--- src/rtl/seq_shift_add_multiplier_pkg.sv ---
// Shared definitions for the sequential shift-and-add multiplier:
// FSM state encoding and step-counter sizing.
package seq_shift_add_multiplier_pkg;

  typedef enum logic [1:0] {
    ST_IDLE = 2'b00,
    ST_RUN  = 2'b01,
    ST_DONE = 2'b10
  } state_t;

  localparam int DEFAULT_WIDTH = 8;

  // The step counter must be able to hold values up to width.
  function automatic int count_width(input int w);
    return $clog2(w + 1);
  endfunction

  localparam int DEFAULT_CNT_W = count_width(DEFAULT_WIDTH);

endpackage

--- src/rtl/seq_shift_add_multiplier_adder.sv ---
// Ripple-carry N-bit full adder used as the multiplier's single
// partial-product accumulator.
module NbitFullAdder #(
  parameter int width = 8
) (
  input  logic [width-1:0] i_a,
  input  logic [width-1:0] i_b,
  input  logic             i_cin,
  output logic [width-1:0] o_sum,
  output logic             o_cout
);

  logic [width:0] w_carry;

  assign w_carry[0] = i_cin;

  // One full-adder cell per bit; carry ripples from LSB to MSB.
  for (genvar gi = 0; gi < width; gi++) begin : g_bit
    assign o_sum[gi]       = i_a[gi] ^ i_b[gi] ^ w_carry[gi];
    assign w_carry[gi + 1] = (i_a[gi] & i_b[gi]) |
                             (i_a[gi] & w_carry[gi]) |
                             (i_b[gi] & w_carry[gi]);
  end

  assign o_cout = w_carry[width];

endmodule

--- src/rtl/seq_shift_add_multiplier.sv ---
// Radix-2 sequential unsigned multiplier. One partial product is added
// per clock; {C,A,Q} is shifted right each step so that after width
// steps {A,Q} holds the 2*width-bit product.
module seq_shift_add_multiplier
  import seq_shift_add_multiplier_pkg::*;
#(
  parameter int width = 8
) (
  input  logic               clk,
  input  logic               reset,
  input  logic               start,
  input  logic [width-1:0]   a,
  input  logic [width-1:0]   b,
  output logic               busy,
  output logic               done,
  output logic [2*width-1:0] product
);

  localparam int CNT_W = count_width(width);
  localparam logic [CNT_W-1:0] LAST_STEP = CNT_W'(width - 1);

  state_t               r_state;
  logic [width-1:0]     r_m;
  logic [width-1:0]     r_q;
  logic [width-1:0]     r_a;
  logic [CNT_W-1:0]     r_count;
  logic [2*width-1:0]   r_product;

  logic [width-1:0]     w_addend;
  logic [width-1:0]     w_sum;
  logic                 w_cout;

  // Add the multiplicand only when the current multiplier LSB is set.
  assign w_addend = r_q[0] ? r_m : '0;

  NbitFullAdder #(.width(width)) u_adder (
    .i_a    (r_a),
    .i_b    (w_addend),
    .i_cin  (1'b0),
    .o_sum  (w_sum),
    .o_cout (w_cout)
  );

  // FSM, accumulator/shift register, step counter and result register.
  always_ff @(posedge clk or posedge reset) begin
    if (reset) begin
      r_state   <= ST_IDLE;
      r_m       <= '0;
      r_q       <= '0;
      r_a       <= '0;
      r_count   <= '0;
      r_product <= '0;
    end else begin
      case (r_state)
        ST_IDLE: begin
          if (start) begin
            r_m     <= a;
            r_q     <= b;
            r_a     <= '0;
            r_count <= '0;
            r_state <= ST_RUN;
          end
        end
        ST_RUN: begin
          // Right shift of {C,S,Q}: the carry-out lands in A's MSB,
          // the sum LSB moves into Q's MSB, Q[0] is consumed.
          r_a     <= {w_cout, w_sum[width-1:1]};
          r_q     <= {w_sum[0], r_q[width-1:1]};
          r_count <= r_count + 1'b1;
          if (r_count == LAST_STEP) begin
            r_product <= {w_cout, w_sum, r_q[width-1:1]};
            r_state   <= ST_DONE;
          end
        end
        ST_DONE: begin
          r_state <= ST_IDLE;
        end
        default: begin
          r_state <= ST_IDLE;
        end
      endcase
    end
  end

  assign busy    = (r_state != ST_IDLE);
  assign done    = (r_state == ST_DONE);
  assign product = r_product;

endmodule

--- config.mk ---
export PLATFORM = sky130hd
export DESIGN_NAME = seq_shift_add_multiplier
export DESIGN_NICKNAME = d
export VERILOG_FILES = /design/src/rtl/seq_shift_add_multiplier_pkg.sv /design/src/rtl/seq_shift_add_multiplier_adder.sv /design/src/rtl/seq_shift_add_multiplier.sv
export SDC_FILE = /design/constraint.sdc
export NUM_CORES = 1
export LEC_CHECK = 0
export BUFFER_PORTS_ARGS = -buffer_cell sky130_fd_sc_hd__buf_4
export CORE_UTILIZATION = 39
export DETAILED_ROUTE_END_ITERATION = 12
export PLACE_DENSITY = 0.7
export SYNTH_ARGS = -nofsm -noshare
export SYNTH_HDL_FRONTEND = slang
export SYNTH_HIERARCHICAL = 1
export SYNTH_SLANG_ARGS = --single-unit
--- constraint.sdc ---
create_clock -name clk -period 3.93 [get_ports clk]
set_input_delay 0.393 -clock clk [delete_from_list [all_inputs] [get_ports clk]]
set_output_delay 0.393 -clock clk [all_outputs]
set_load 0.05 [all_outputs]
==> metrics.csv <==
metric;value;unit
RSZ-0062 raised after global routing;no;
family with the most delay on the worst path;adder cells;
Post-route DRC;0;
clock slew at reported path FFs;0.09;ns
period utilization;0.950;
Leak Pwr;1.26;nW
clock sinks;46;
Hold Vio Cnt, Final;0;
setup TNS;0;ns
slowest stage cell, crit path;fa_1;
Worst-Margin Slew;1.00;ns
hold path start;a[5];
status;complete, no violations;
first-pass GRT wire length;7210;um
max_cap viols;0;
starting density of the core;0.414;
drt total wl;4130;um
Core Area;5200;um2
GR Util All Layers;0.161;
synth unique cells;31;
sequential area share after synthesis;0.534;
I/O Buffers;36;
Detail Route Antenna Nets;0;
Die Span X;76.3;um
Synth Register Bits;46;
FF-to-FF Start;r_q[0];
Reg2Reg Setup Slack;0.20;ns
sink of the worst hold path;r_m[5];
syn_area_per_cell;11.2;um2
minimum clock period;3.73;ns
Max Fclk;0.268;GHz
Placed Cells;293;
Yosys top cell area share;0.534;
H-tree Lvls;2;
syn nets;221;
via/cell ratio;4.89;
total number of vias;1471;
DRT Pass-1 Iters;4;
ranking of synthesized cells by area;dfrtp_1 53%, nand2_1 8.0%, fa_1 7.4%;
relative slew slack;0.331;
worst r2r dst;product[14];
worst-case vdd ir drop;0.386;mV
Final Power;0.00245;W
Startpoint Class;flip-flop;
gr ovfl total;0;
crit-path cells;and2_1 -> inv_1 -> fa_1 -> inv_1 -> fa_1 -> fa_2 -> fa_2 -> fa_1 -> fa_2 -> fa_1 -> inv_1 -> fa_1 -> inv_2 -> mux2_2;
Hold Path Stages;3;
Critical Path Fanout Max;2;
number of global-route vias before repair;1495;
CTS Buf Count;5;
TritonCTS clock tree;done;
Placer Congestion;0.723;
HPWL Detailed;2750;um
ant diodes;0;
Slew Viols, Final;0;
Worst Path Arrival;3.98;ns
final setup vio count;0;
insertion delay to the later sink of the worst-skew pair;0.31;ns
root buf cell;clkbuf_8;
CP peak stage delay;0.42;ns
CTS Buffer Depth;2;
post-synthesis instance area;2150;um2
cells on worst reg2reg path;14;
area leader, netlist;dfrtp_1;
WS Path Type;flip-flop to flip-flop;
post-route core utilization;0.495;
die area;5830;um2
Wirelength per Cell;13.7;um
Worst setup EP type;flip-flop;
layout cells sized above 1;0.312;
Layout Cells excl Fill;301;
worst clock skew;0.00749;ns
WP buf/inv;4;
io pins;37;
fin worst setup slack;0.195;ns
min-delay worst type;input port to flip-flop;
# nets final;258;
worst slack, placed;0.0709;ns
P&R area growth vs syn;19.5;%
Mapped Cells;193;
WP data required;4.17;ns
# rows;26;
Die Y;76.3;um
Pwr per Cell Area;950;nW/um2
crit-path most repeated cell;fa_1;
initial antenna violation count;0;
Initial DRC Count;105;
largest net degree at the start of global routing;47;
Yosys warning total;6;
[what timing repair did]
action | in CTS | in global routing
setup buffers | 0 | 0
endpoints found under the setup margin | 0 | 3
resized for setup | 0 | 4
hold buffers | 0 | 0
[cells in the mapped netlist, drive strengths merged]
cell     n
dfrtp   46
nand2   46
mux2    16
inv     11
nand3   11
and2     8
buf      8
fa       8
nor3     8
nor2     7
o22ai    7
mux2i    2
nor3b    2
o21ai    2
a21o     1
a22oi    1
and2b    1
clkbuf   1
conb     1
ha       1
nand2b   1
nand4    1
nor2b    1
or2      1
or3b     1
[power by group]
group          internal, W  total (W)  leakage (nW)  switching, W
registers         0.000708   0.000872         0.557      0.000164
clock network     0.000142   0.000304        0.0482      0.000161
logic             0.000504    0.00127         0.659      0.000767
total              0.00135    0.00245          1.26       0.00109
[cell type report]
type                       instances  area, um2
multi-input combinational        127        911
clock buffer                       7       86.3
inverter                          11       41.3
fill                             501       2630
sequential                        46       1150
tap                               70       87.6
clock inverter                     1       5.00
timing repair buffer              39        293
[worst min-delay path, delay by kind of cell]
family                 cells  cell delay, ns
buffers and inverters      1            0.08
AND/OR/NAND/NOR            2            0.08
[cell usage in the layout, fill, tap and decap left out, types with 2 or more instances in the layout]
master and count:
nand2_1 46, dfrtp_1 46, buf_4 39, nand3_1 11, mux2_4 9, inv_1 9
and2_1 8, mux2_2 7, o22ai_1 7, nor3_1 7, nor2_1 7, clkbuf_8 6
fa_1 5, fa_2 3, o21ai_0 2, inv_2 2, mux2i_1 2
[how the worst max path moves through the flow]
stage | depth (start not counted) | to | start | slack, ns
final | 14 | product[14] | r_q[0] | 0.20
after detailed placement | 14 | product[14] | r_q[0] | 0.07
after floorplan | 14 | product[14] | r_q[0] | 0.15
after global routing | 15 | r_a[6] | r_q[0] | 0.004
after global placement | 14 | product[14] | r_q[0] | 0.15
after CTS | 14 | product[14] | r_q[0] | 0.05
[metrics by stage]
step | instance area, um2 | hold WS, ns
finish | 2570 | 0.274
global placement | 2480 | 0.454
floorplan | 2150 | 0.437
global route | 2570 | 0.277
CTS | 2570 | 0.264
detailed placement | 2480 | 0.461
[state kept, by name, summed over array words and instances, names as in the netlist]
name     count
r_m          8
r_count      4
product     16
r_q          8
r_a          8
r_state      2
[per-layer routing]
| metal | track usage | part of all wire |
|---|---|---|
| met5 | 0 | 0 |
| met3 | 0.0419 | 0.037 |
| met2 | 0.263 | 0.51 |
| met1 | 0.200 | 0.44 |
| met4 | 0.0750 | 0.021 |
[cell families after synthesis]
group / share of synthesized area
flip-flops: 0.534
multiplexers: 0.109
buffers and inverters: 0.0465
other: 0.00174
AND/OR/NAND/NOR: 0.197
adder cells (fa/ha/maj): 0.0801
AO/OA/AOI/OAI: 0.0319
Power figures use the tool's default switching activity.
